===== src/rtl/mem_access_unit_if.sv =====
`timescale 1ns/1ps
`default_nettype none
// ============================================================================
// Module   : mem_access_unit_if
// Purpose  : Bundles the command, response and data-memory signals of the
//            memory access unit. The "slave" modport is the unit's view.
//            The "master" modport is the pipeline/memory environment's view.
// Revision : 1.0 - initial release
// ============================================================================
interface mem_access_unit_if #(
    parameter int DATA_W = 16,
    parameter int ADDR_W = 16
);
    // command channel
    logic              cmd_valid;
    logic              cmd_ready;
    logic [1:0]        cmd_op;
    logic [ADDR_W-1:0] cmd_addr;
    logic [ADDR_W-1:0] cmd_src;
    logic [ADDR_W-1:0] cmd_len;
    logic [DATA_W-1:0] cmd_wdata;

    // response channel
    logic              rsp_valid;
    logic              rsp_ready;
    logic [DATA_W-1:0] rsp_data;
    logic              rsp_err;

    // data memory port
    logic [ADDR_W-1:0] mem_address;
    logic [DATA_W-1:0] mem_write_data;
    logic              mem_write_enable;
    logic              mem_read_enable;
    logic [DATA_W-1:0] mem_read_data;

    modport slave (
        input  cmd_valid, cmd_op, cmd_addr, cmd_src, cmd_len, cmd_wdata,
        input  rsp_ready, mem_read_data,
        output cmd_ready, rsp_valid, rsp_data, rsp_err,
        output mem_address, mem_write_data, mem_write_enable, mem_read_enable
    );

    modport master (
        output cmd_valid, cmd_op, cmd_addr, cmd_src, cmd_len, cmd_wdata,
        output rsp_ready, mem_read_data,
        input  cmd_ready, rsp_valid, rsp_data, rsp_err,
        input  mem_address, mem_write_data, mem_write_enable, mem_read_enable
    );
endinterface
`default_nettype wire


===== src/rtl/mem_access_unit.sv =====
`timescale 1ns/1ps
`default_nettype none
// ============================================================================
// Module   : mem_access_unit
// Purpose  : Initiator-side controller for the data memory port. It executes
//            load, store and block-copy commands and returns one response
//            per command.
// Revision : 1.0 - initial release
// ============================================================================
module mem_access_unit #(
    parameter int DATA_W = 16,
    parameter int ADDR_W = 16,
    parameter int DEPTH  = 8
) (
    input  wire               clk,
    input  wire               rst_n,
    mem_access_unit_if.slave  bus,
    output logic              busy
);

    localparam logic [ADDR_W:0] c_depth = (ADDR_W+1)'(DEPTH);

    localparam logic [1:0] c_op_load  = 2'b00;
    localparam logic [1:0] c_op_store = 2'b01;
    localparam logic [1:0] c_op_copy  = 2'b10;

    typedef enum logic [2:0] {
        S_IDLE    = 3'd0,
        S_LOAD    = 3'd1,
        S_STORE   = 3'd2,
        S_COPY_RD = 3'd3,
        S_COPY_WR = 3'd4,
        S_RESP    = 3'd5
    } state_t;

    state_t            r_state;
    state_t            w_next;

    logic [ADDR_W-1:0] r_addr;
    logic [ADDR_W-1:0] r_src;
    logic [ADDR_W-1:0] r_len;
    logic [ADDR_W-1:0] r_idx;
    logic [DATA_W-1:0] r_wdata;
    logic [DATA_W-1:0] r_buf;
    logic [DATA_W-1:0] r_rsp_data;
    logic              r_rsp_err;

    logic              w_accept;
    logic              w_err;
    logic              w_last;
    logic [ADDR_W-1:0] w_idx_inc;
    logic [ADDR_W:0]   w_src_end;
    logic [ADDR_W:0]   w_dst_end;

    assign w_accept  = bus.cmd_valid && (r_state == S_IDLE);
    assign w_idx_inc = r_idx + 1'b1;
    assign w_last    = (w_idx_inc >= r_len);

    // Range/op check on the incoming command, one bit wider so sums cannot wrap
    always_comb begin
        w_src_end = {1'b0, bus.cmd_src} + {1'b0, bus.cmd_len};
        w_dst_end = {1'b0, bus.cmd_addr} + {1'b0, bus.cmd_len};
        w_err     = 1'b1;
        case (bus.cmd_op)
            c_op_load, c_op_store: w_err = ({1'b0, bus.cmd_addr} >= c_depth);
            c_op_copy:             w_err = (bus.cmd_len != '0) &&
                                           ((w_src_end > c_depth) || (w_dst_end > c_depth));
            default:               w_err = 1'b1;
        endcase
    end

    // State register
    always_ff @(posedge clk or negedge rst_n) begin
        if (!rst_n) begin
            r_state <= S_IDLE;
        end else begin
            r_state <= w_next;
        end
    end

    // Next-state decode and state-decoded outputs (memory lines idle at zero)
    always_comb begin
        w_next               = r_state;
        bus.cmd_ready        = 1'b0;
        bus.rsp_valid        = 1'b0;
        busy                 = 1'b1;
        bus.mem_address      = '0;
        bus.mem_write_data   = '0;
        bus.mem_write_enable = 1'b0;
        bus.mem_read_enable  = 1'b0;
        case (r_state)
            S_IDLE: begin
                bus.cmd_ready = 1'b1;
                busy          = 1'b0;
                if (w_accept) begin
                    if (w_err) begin
                        w_next = S_RESP;
                    end else begin
                        case (bus.cmd_op)
                            c_op_load:  w_next = S_LOAD;
                            c_op_store: w_next = S_STORE;
                            c_op_copy:  w_next = (bus.cmd_len == '0) ? S_RESP : S_COPY_RD;
                            default:    w_next = S_RESP;
                        endcase
                    end
                end
            end
            S_LOAD: begin
                bus.mem_address     = r_addr;
                bus.mem_read_enable = 1'b1;
                w_next              = S_RESP;
            end
            S_STORE: begin
                bus.mem_address      = r_addr;
                bus.mem_write_data   = r_wdata;
                bus.mem_write_enable = 1'b1;
                w_next               = S_RESP;
            end
            S_COPY_RD: begin
                bus.mem_address     = r_src + r_idx;
                bus.mem_read_enable = 1'b1;
                w_next              = S_COPY_WR;
            end
            S_COPY_WR: begin
                bus.mem_address      = r_addr + r_idx;
                bus.mem_write_data   = r_buf;
                bus.mem_write_enable = 1'b1;
                w_next               = w_last ? S_RESP : S_COPY_RD;
            end
            S_RESP: begin
                bus.rsp_valid = 1'b1;
                if (bus.rsp_ready) begin
                    w_next = S_IDLE;
                end
            end
            default: w_next = S_IDLE;
        endcase
    end

    // Command latch, copy index/buffer and response registers
    always_ff @(posedge clk or negedge rst_n) begin
        if (!rst_n) begin
            r_addr     <= '0;
            r_src      <= '0;
            r_len      <= '0;
            r_idx      <= '0;
            r_wdata    <= '0;
            r_buf      <= '0;
            r_rsp_data <= '0;
            r_rsp_err  <= 1'b0;
        end else begin
            case (r_state)
                S_IDLE: begin
                    if (w_accept) begin
                        r_addr     <= bus.cmd_addr;
                        r_src      <= bus.cmd_src;
                        r_len      <= bus.cmd_len;
                        r_wdata    <= bus.cmd_wdata;
                        r_idx      <= '0;
                        r_rsp_data <= '0;
                        r_rsp_err  <= w_err;
                    end
                end
                S_LOAD:    r_rsp_data <= bus.mem_read_data;
                S_COPY_RD: r_buf      <= bus.mem_read_data;
                S_COPY_WR: begin
                    r_idx <= w_idx_inc;
                    if (w_last) begin
                        r_rsp_data <= DATA_W'(r_len);
                    end
                end
                S_RESP: begin
                    // clear after the handshake so an idle unit shows zeros
                    if (bus.rsp_ready) begin
                        r_rsp_data <= '0;
                        r_rsp_err  <= 1'b0;
                    end
                end
                default: ;
            endcase
        end
    end

    assign bus.rsp_data = r_rsp_data;
    assign bus.rsp_err  = r_rsp_err;

endmodule
`default_nettype wire


===== src/flat_wrapper.sv =====
// flat-port wrapper written by rule: the top's interface ports become plain ports
module mem_access_unit_flat 
#(
    parameter int DATA_W = 16,
    parameter int ADDR_W = 16,
    parameter int DEPTH  = 8
)
  (clk, rst_n, busy, bus_cmd_valid, bus_cmd_op, bus_cmd_addr, bus_cmd_src, bus_cmd_len, bus_cmd_wdata, bus_rsp_ready, bus_mem_read_data, bus_cmd_ready, bus_rsp_valid, bus_rsp_data, bus_rsp_err, bus_mem_address, bus_mem_write_data, bus_mem_write_enable, bus_mem_read_enable);
  mem_access_unit_if #(.DATA_W(DATA_W), .ADDR_W(ADDR_W)) bus_i ();
  input  wire clk;
  input  wire rst_n;
  output logic busy;
  input wire logic [$bits(bus_i.cmd_valid)-1:0] bus_cmd_valid;
  input wire logic [$bits(bus_i.cmd_op)-1:0] bus_cmd_op;
  input wire logic [$bits(bus_i.cmd_addr)-1:0] bus_cmd_addr;
  input wire logic [$bits(bus_i.cmd_src)-1:0] bus_cmd_src;
  input wire logic [$bits(bus_i.cmd_len)-1:0] bus_cmd_len;
  input wire logic [$bits(bus_i.cmd_wdata)-1:0] bus_cmd_wdata;
  input wire logic [$bits(bus_i.rsp_ready)-1:0] bus_rsp_ready;
  input wire logic [$bits(bus_i.mem_read_data)-1:0] bus_mem_read_data;
  output wire logic [$bits(bus_i.cmd_ready)-1:0] bus_cmd_ready;
  output wire logic [$bits(bus_i.rsp_valid)-1:0] bus_rsp_valid;
  output wire logic [$bits(bus_i.rsp_data)-1:0] bus_rsp_data;
  output wire logic [$bits(bus_i.rsp_err)-1:0] bus_rsp_err;
  output wire logic [$bits(bus_i.mem_address)-1:0] bus_mem_address;
  output wire logic [$bits(bus_i.mem_write_data)-1:0] bus_mem_write_data;
  output wire logic [$bits(bus_i.mem_write_enable)-1:0] bus_mem_write_enable;
  output wire logic [$bits(bus_i.mem_read_enable)-1:0] bus_mem_read_enable;
  assign bus_i.cmd_valid = bus_cmd_valid;
  assign bus_i.cmd_op = bus_cmd_op;
  assign bus_i.cmd_addr = bus_cmd_addr;
  assign bus_i.cmd_src = bus_cmd_src;
  assign bus_i.cmd_len = bus_cmd_len;
  assign bus_i.cmd_wdata = bus_cmd_wdata;
  assign bus_i.rsp_ready = bus_rsp_ready;
  assign bus_i.mem_read_data = bus_mem_read_data;
  assign bus_cmd_ready = bus_i.cmd_ready;
  assign bus_rsp_valid = bus_i.rsp_valid;
  assign bus_rsp_data = bus_i.rsp_data;
  assign bus_rsp_err = bus_i.rsp_err;
  assign bus_mem_address = bus_i.mem_address;
  assign bus_mem_write_data = bus_i.mem_write_data;
  assign bus_mem_write_enable = bus_i.mem_write_enable;
  assign bus_mem_read_enable = bus_i.mem_read_enable;
  mem_access_unit #(.DATA_W(DATA_W), .ADDR_W(ADDR_W), .DEPTH(DEPTH)) u_core (.clk(clk), .rst_n(rst_n), .bus(bus_i), .busy(busy));
endmodule

===== config.mk =====
export PLATFORM = sky130hd
export DESIGN_NAME = mem_access_unit_flat
export DESIGN_NICKNAME = d
export VERILOG_FILES = /design/src/rtl/mem_access_unit_if.sv /design/src/rtl/mem_access_unit.sv /design/src/flat_wrapper.sv
export SDC_FILE = /design/constraint.sdc
export NUM_CORES = 1
export LEC_CHECK = 0
export BUFFER_PORTS_ARGS = -buffer_cell sky130_fd_sc_hd__buf_4
export CAP_MARGIN = 20
export CORE_MARGIN = 5
export CORE_UTILIZATION = 52
export CTS_CLUSTER_SIZE = 40
export DETAILED_ROUTE_END_ITERATION = 8
export HOLD_SLACK_MARGIN = 0.12
export PLACE_DENSITY = 0.89
export SKIP_CTS_REPAIR_TIMING = 1
export SLEW_MARGIN = 20
export SYNTH_ARGS = -nofsm -noshare
export SYNTH_HDL_FRONTEND = slang
export SYNTH_SLANG_ARGS = --single-unit

===== constraint.sdc =====
create_clock -name clk -period 4.29 [get_ports clk]
set_input_delay 0.858 -clock clk [delete_from_list [all_inputs] [get_ports clk]]
set_output_delay 0.858 -clock clk [all_outputs]
set_load 0.1 [all_outputs]

-- Word-level counts from Yosys, hierarchy flattened
Index checks and enable logic that the tools add are counted.
- multiply operators: 0
- shifts and indexed selects: 0
- add/sub/neg operators: 5
- multiplexer cells: 23
- $lt $le $gt $ge: 4
- bitwise gates (word level): 0
- eq/ne operators: 10
- reductions and logical operators: 19
- div/mod/pow operators: 0
- operator list (kind ; number):
    16-bit one-hot mux with 2 select lines ; 2
    16-bit one-hot mux with 4 select lines ; 1
    16-bit two-way mux ; 3
    16-bit one-hot mux with 3 select lines ; 1
    16-bit by 16-bit adder with 17-bit output ; 2
    17-bit by 4-bit greater-than comparator with 1-bit output, second input constant ; 2
    16-bit adder ; 2
    16-bit by 1-bit adder with 16-bit output, second input constant ; 1
    16-bit greater-or-equal comparator ; 1
    16-bit by 4-bit greater-or-equal comparator with 1-bit output, second input constant ; 1
    16-bit logical NOT ; 1
    16-bit nonzero test ; 1
    3-bit two-way mux ; 5
    3-bit one-hot mux with 5 select lines ; 1
    3-bit one-hot mux with 3 select lines ; 1
    2-bit OR reduction ; 4
    1-bit two-way mux ; 7
    3-bit by 2-bit == test with 1-bit output, second input constant ; 2
    3-bit == test, second input constant ; 2
    2-bit AND reduction ; 3
    2-bit by 1-bit != test with 1-bit output, second input constant ; 2
    1-bit one-hot mux with 2 select lines ; 2
    4-bit AND reduction ; 1
    2-bit nonzero test ; 2
    10 further kinds ; 11
- bits in registers: 116
- bits in writable memories: 0
- logic and storage cells: 70
- output and inout port bits: 54
- memory bits (read-only): 0
- memories: 0
- bits in latches: 0
- input bits: 86

-- Logic depth before layout (Yosys ltp)
Gate-level depths: netlist of run 1.
- word-level depth: 8
- gate-level depth with buffers: 20

-- Worst setup path before layout of run 1
OpenSTA, ideal clock, no wires.
- path type: register to output
- start: reg u_core.r_state[1]
- end: out bus_mem_address[14]
- setup slack: -2434 ps
- stages on the path, launching flop included: 21
- buffers on the path: 3
- data arrival time: 5866 ps
- cells stage by stage: dfrtp_1 > clkbuf_1 > nor2_1 > nand2_1 > clkbuf_1 > clkbuf_1 > nand2_1 > nand2_1 > ha_1 > inv_1 > fa_1 > nor2b_1 > o21ai_0 > a21boi_0 > o21ai_0 > a21oi_1 > o21a_1 > o31ai_1 > a2111oi_0 > nor3_1 > o31ai_1
- word-level cells in the longest chain between the ends: 3
- elaborated cells on any way between the ends: 6
- those cells by class: eq/ne: 4; mux: 1; reduce/logical: 1
- RTL lines (item ; line ; text):
    from (decl) ; mem_access_unit.sv:36 ; state_t r_state;
    from (signal assigned) ; mem_access_unit.sv:77 ; r_state <= w_next;
    3-bit by 1-bit == test with 1-bit output / 3-bit by 2-bit == test with 1-bit output (equally long branches) ; mem_access_unit.sv:91 ; case (r_state)
    2-bit OR reduction (no line) ; - ;
    16-bit one-hot mux with 3 select lines * ; mem_access_unit.sv:91 ;
    to (decl) ; flat_wrapper.sv:25 ; output wire logic [$bits(bus_i.mem_address)-1:0] bus_mem_address;
Every way passes the cells marked *; elsewhere a longest branch is shown, timed or not.

-- Worst setup path in the final report of run 1
Ends and elaborated chain as after synthesis.

==> run summary, run 1 <==
Pins Over Slew Limit: 0
Drt initial violations: 1230
Number of enable flip-flop cells after synthesis: 0
RSZ-0062 raised after global routing: yes
Port bufs: 139
Largest family of logic cells by synthesized area: simple AND/OR/NAND/NOR gates
Max incr delay on CP: 0.43 ns
Critical R2R Launch: u_core.r_idx[0]
Final Core Density: 0.705
Flop and latch count out of synthesis: 116
Mux cell area share after synthesis: 0.0483
Netlist Area Pre-Place: 8120 um^2
Initial Util: 0.532
Die X: 135 um
WP data required: 3.43 ns
Crit end category: output port
Worst-margin pin slew: 0.888 ns
Reg2reg setup slack: 0.07 ns
FP Rows: 45
Synth Area in Compound Gates: 0.195
Congestion Overflow GR: 0
Layout area overhead: 32.5%
Maximum vdd drop: 0.426 mV
PwrDens: 860 nW/um^2
Worst-path cell chain: nor2_4 > and2_4 > nand2_2 > nand2_2 > ha_4 > inv_2 > fa_2 > nor2b_4 > o21ai_2 > a21boi_1 > o21ai_1 > a21oi_2 > o21a_1 > o31ai_4 > a2111oi_4 > nor3_2 > o31ai_4 > buf_12
Worst-path fanout max: 3
CP max stage cell: dfrtp_1
FMAX: 0.214 GHz
Syn Inst Count: 987
Worst skew pair latency: 0.43 ns
Largest net degree at the start of global routing: 58
Num ports: 140
First-pass DRT Iterations: 5
Setup WS post-layout: -0.381 ns
Reg area: 2900 um^2
Worst-path clk slew: 0.06 ns
Critical path class: reg -> out
Multi-input logic area: 5350 um^2
Post-synthesis sequential area ratio: 0.358
Synth Warn #: 0
Die height: 135 um
Max Cap Violations: 0
Adder-cell share of the synthesized area: 0.106
H-tree lvl count: 4
Worst reg-to-reg path cell count: 15
Library cells used by synthesis: 68
Post-route cell area: 10800 um^2
Relative slew slack: 0.407
Gpl congestion: 0.953
Worst setup path startpoint: u_core.r_state[1]
Nets: 1306
All-Layer GR Usage: 0.293
Final Hold Fails: 0
HPWL Detailed: 19.2 mm
CTS Buf Count: 17
Initial antenna violation count: 0
First-pass GRT wire length: 42.3 mm
Post-route DRC: 0
Min Tclk post-route: 4.67 ns
Startpoint Class: flip-flop
Fillers: 1002
Core footprint: 15300 um^2
Final period util: 1.09
Placed cell area: 9630 um^2
Max Buffers Root-to-Sink: 2
# clock sinks: 116
Syn nets: 1140
Worst Hold Class: in -> async
Root buffer cell: clkbuf_16
Fraction of the mapped netlist area in simple logic gates: 0.223
Antenna diodes: 0
Die area: 18200 um^2
Vias in the first global route: 8264
Violated checks: setup timing
Via density: 6.37
Share of layout cells above drive strength 1: 0.277
Pleak: 0.00527 uW
Ys flop type: dfrtp_1
Critical path data arrival time: 3.81 ns
Worst Skew: 0.00803 ns
CTS tree: yes
Antenna-violating nets left: 0
Synth Area per Inst: 8.22 um^2
Via count: 8765
Final setup violation count: 3
Post-Route WL: 29.5 mm
Status: finished, violations left
Post-Synth XOR/XNOR Area: 0.0378
Async set-or-reset flop fraction in the synthesized netlist: 1.00
WL per Instance: 21.4 um
[final cells by class]
class | count | share of cell area
Sequential cell | 116 | 0.270
Tap cell | 211 | 0.0245
Timing Repair Buffer | 185 | 0.141
Multi-Input combinational cell | 801 | 0.497
Inverter | 32 | 0.0112
Clock inverter | 11 | 0.0138
Clock buffer | 21 | 0.0428
[worst max-delay path, delay by kind of cell (launching register included)]
kind	cells	cell delay, ns
flip-flops	1	0.43
AO/OA/AOI/OAI	8	1.49
buffers and inverters	2	0.25
AND/OR/NAND/NOR	6	0.70
adder cells (fa/ha/maj)	2	0.51
[cells in the final DEF, fill, tap and decap left out, types with 15 or more instances in the layout]
| master | instances |
|---|---|
| a21o_1 | 16 |
| a21oi_1 | 42 |
| a22o_1 | 21 |
| buf_4 | 172 |
| clkbuf_16 | 18 |
| dfrtp_1 | 115 |
| ha_1 | 53 |
| inv_1 | 30 |
| mux2_2 | 29 |
| nand2_1 | 282 |
| nand3_1 | 21 |
| nor2_1 | 36 |
| o21ai_0 | 67 |
| xnor2_1 | 15 |
| xor2_1 | 16 |
[path summary, 6_finish.rpt]
| path | to |
|---|---|
| min in group clk | u_core.r_wdata[14] |
| setup reg to reg | u_core.bus.rsp_data[15] |
| setup / recovery | bus_mem_address[14] |
| hold / removal | u_core.r_wdata[5] |
| hold reg to reg | u_core.r_wdata[14] |
| max in group asynchronous | u_core.r_idx[0] |
[cells in the mapped netlist, drive strengths merged, types with 12 or more instances]
| master | count | area share |
|---|---|---|
| nand2 | 295 | 0.14 |
| dfrtp | 116 | 0.36 |
| o21ai | 81 | 0.050 |
| ha | 64 | 0.099 |
| a21oi | 45 | 0.028 |
| nor2 | 39 | 0.018 |
| clkbuf | 36 | 0.017 |
| mux2 | 33 | 0.046 |
| inv | 32 | 0.015 |
| a22o | 22 | 0.024 |
| nand3 | 21 | 0.013 |
| xnor2 | 19 | 0.021 |
| a21o | 16 | 0.015 |
| xor2 | 16 | 0.017 |
| nor3 | 15 | 0.0093 |
| and3 | 12 | 0.0093 |
| nor2b | 12 | 0.0093 |
[layer usage]
layer / share of wire / track usage / up-vias
li1: - / - / 3799
met1: 0.36 / 0.370 / 4063
met2: 0.47 / 0.474 / 707
met3: 0.11 / 0.0618 / 196
met4: 0.063 / 0.149 / 0
met5: 0 / 0 / -
[state kept, by name (all words and copies together), names as in the netlist]
| register | flops |
|---|---|
| u_core.r_state | 3 |
| u_core.r_len | 16 |
| u_core.r_addr | 16 |
| u_core.bus.rsp_err | 1 |
| u_core.r_wdata | 16 |
| u_core.bus.rsp_data | 16 |
| u_core.r_buf | 16 |
| u_core.r_src | 16 |
| u_core.r_idx | 16 |
[stage by stage]
step | worst slack [ns] | power, uW | cells | hold WS (ns) | TNS (ns)
6_report | -0.381 | 9250 | 1377 | 0.365 | -0.975
2_1_floorplan | -0.531 | 5700 | 987 | 0.446 | -1.43
4_1_cts | -0.575 | 8510 | 1362 | 0.380 | -1.61
3_3_place_gp | 0.00761 | 6800 | 1330 | 0.460 | 0
5_1_grt | -0.537 | 9580 | 1377 | 0.398 | -1.82
3_5_place_dp | -0.153 | 6950 | 1330 | 0.465 | -0.660
[cell families (layout without fill, tap and decap cells)]
kind of cell / count (synthesis) / count (layout)
buffers and inverters: 70 / 249
AO/OA/AOI/OAI: 236 / 236
multiplexers: 35 / 35
adder cells (fa/ha/maj): 67 / 67
flip-flops: 116 / 116
XOR/XNOR: 35 / 35
AND/OR/NAND/NOR: 428 / 428
[power breakdown]
group	switching [uW]	internal [uW]
clock	543	947
combinational	3870	1870
sequential	441	1580
No activity file was read; power rests on OpenSTA's default activity.
==> run 2, diff against run 1 <==
CORE_UTILIZATION = 55   (was 52)
clock period = 6 ns   (was 4.29 ns; I/O delays follow)
==> run 2 against run 1 <==
The flow now finishes without violations. Combinational power fell by 40%. First-iteration DRC count is 18% lower. Register-to-register slack gained 1.6 ns. Final cell count down 4.9%. Worst setup slack better by 0.60 ns. Total power is 36% lower. Largest cell class unchanged. Clock skew grew 0.0055 ns. Highest routed layer unchanged.
==> run summary, run 2 (synthesis gave the netlist of run 1 again) <==
Drt initial violations: 1009 (-18%)
Initial Util: 0.560 (+0.0286)
Critical R2R Launch: u_core.r_idx[0]
RSZ-0062 raised after global routing: no
Max Buffers Root-to-Sink: 2 (unchanged)
Max Cap Violations: 0 (unchanged)
Antenna-violating nets left: 0 (unchanged)
Die X: 131 um (-2.6%)
GR Layer Usage met3: 0.0463 (-0.0156)
WP data required: 4.80 ns (+1.37 ns)
Most common cell after layout, fill and taps aside: nand2_1
Pins Over Slew Limit: 0 (unchanged)
Layout area overhead: 22.7%
Worst setup path startpoint: u_core.r_state[1]
CTS tree: yes
Final Hold Fails: 0 (unchanged)
FP Rows: 44 (-2.2%)
All-Layer GR Usage: 0.286 (-0.00678)
Port bufs: 139 (unchanged)
Worst skew pair latency: 0.43 ns (about the same)
Reg2reg setup slack: 1.66 ns (+1.59 ns)
Maximum vdd drop: 0.505 mV (+18%)
Critical path class: reg -> out
HPWL Detailed: 18.0 mm (-6.2%)
Placed cell area: 9300 um^2 (-3.4%)
Crit end category: output port
FMAX: 0.173 GHz
Nets: 1265 (-3.1%)
PwrDens: 590 nW/um^2 (-31%)
Reg-to-reg endpoint: u_core.bus.rsp_data[10]
Crit path capture: bus_mem_address[14]
Worst Hold Class: reg -> reg
Startpoint Class: flip-flop
Post-route DRC: 0 (unchanged)
Worst-margin pin slew: 0.934 ns (+0.0461 ns)
Final Core Density: 0.688 (-0.0174)
First-pass GRT wire length: 40.4 mm (-4.5%)
Min Tclk post-route: 5.78 ns
Congestion Overflow GR: 0 (unchanged)
Critical path data arrival time: 4.58 ns (+0.77 ns)
GR peak layer: met2
Die height: 131 um (-2.6%)
Post-Route WL: 25.4 mm (-14%)
Share of layout cells above drive strength 1: 0.204 (-0.0726)
Via count: 8106 (-7.5%)
Worst-path fanout max: 12 (+9)
Vias in the first global route: 7937 (-4.0%)
# clock sinks: 116 (unchanged)
Gpl congestion: 0.978 (+2.7%)
Met2 Track Usage GR: 0.467 (-0.00633)
Largest net degree at the start of global routing: 75 (+29%)
Pleak: 0.00499 uW (-5.2%)
Met1 usage: 0.363 (-0.00733)
Status: complete, no violations
Relative slew slack: 0.377 (-0.0293)
Die area: 17300 um^2 (-5.1%)
Initial antenna violation count: 0 (unchanged)
H-tree lvl count: 4 (unchanged)
CTS Buf Count: 17 (unchanged)
Num ports: 140 (unchanged)
Worst-path clk slew: 0.06 ns (about the same)
Commonest non-fill, non-tap cells in the layout: nand2_1 (293), buf_4 (143), dfrtp_1 (116), o21ai_0 (77), ha_1 (64)
Worst Skew: 0.0136 ns (+0.00553 ns)
Final setup violation count: 0 (-3)
Root buffer cell: clkbuf_16
Antenna diodes: 0 (unchanged)
Via density: 6.19 (-2.7%)
WL per Instance: 19.4 um (-9.3%)
Final period util: 0.963
Worst reg-to-reg path cell count: 16 (+1)
Core footprint: 14500 um^2 (-5.1%)
First-pass DRT Iterations: 7 (+2)
Post-route cell area: 9950 um^2 (-7.5%)
## run 2: metal layers
layer | up-vias | routed length [um]
met5 | - | 0
met4 | 0 | 1360
met3 | 98 | 2170
met2 | 454 | 12200
met1 | 3835 | 9720
li1 | 3719 | -
## run 2: worst min path at each step
stage | start | to | slack, ns | cells past startpoint
final | u_core.r_wdata[4] | u_core.r_wdata[4] | 0.47 | 2
after global routing | u_core.r_src[10] | u_core.r_src[10] | 0.49 | 2
after CTS | u_core.r_src[10] | u_core.r_src[10] | 0.48 | 2
after detailed placement | u_core.r_src[10] | u_core.r_src[10] | 0.46 | 2
after global placement | u_core.r_src[10] | u_core.r_src[10] | 0.46 | 2
after floorplan | u_core.r_src[0] | u_core.r_src[0] | 0.45 | 2
## run 2: power by group
part | switching (uW) | total (uW) | internal, uW | leakage [uW]
registers | 265 | 1390 | 1120 | 0.00146
clock network | 393 | 1060 | 670 | 0.000288
logic | 2430 | 3420 | 991 | 0.00325
## run 2: layout make-up
cell class	instances	area [um^2]
repair buffers	144	1080
clock inverters	13	173
fillers	1073	4520
clock buffers	19	443
multi-input cells	801	5000
flip-flops and latches	116	2900
well taps	184	230
inverters	32	120
## run 2: through the flow
step	setup slack [ns]	setup TNS (ns)	hold WS [ns]	total power (uW)	std cells
floorplan	-0.489	-3.19	0.446	3960	987
global placement	0.758	0	0.458	4610	1277
detailed placement	0.580	0	0.462	4690	1277
CTS	-0.106	-0.106	0.476	5810	1309
global route	0.0427	0	0.491	6150	1309
finish	0.221	0	0.474	5880	1309
## run 2: critical path, stage by stage (launching register included)
cell       delay, ns
dfrtp_1         0.52
nor2_2          0.23
and2_4          0.26
nand2_1         0.07
nand2_1         0.06
ha_1            0.19
inv_1           0.07
fa_1            0.41
nor2b_1         0.12
o21ai_0         0.10
a21boi_0        0.24
o21ai_0         0.14
a21oi_1         0.22
o21a_1          0.17
o31ai_1         0.13
a2111oi_2       0.48
nor3_1          0.15
o31ai_2         0.30
buf_6           0.27
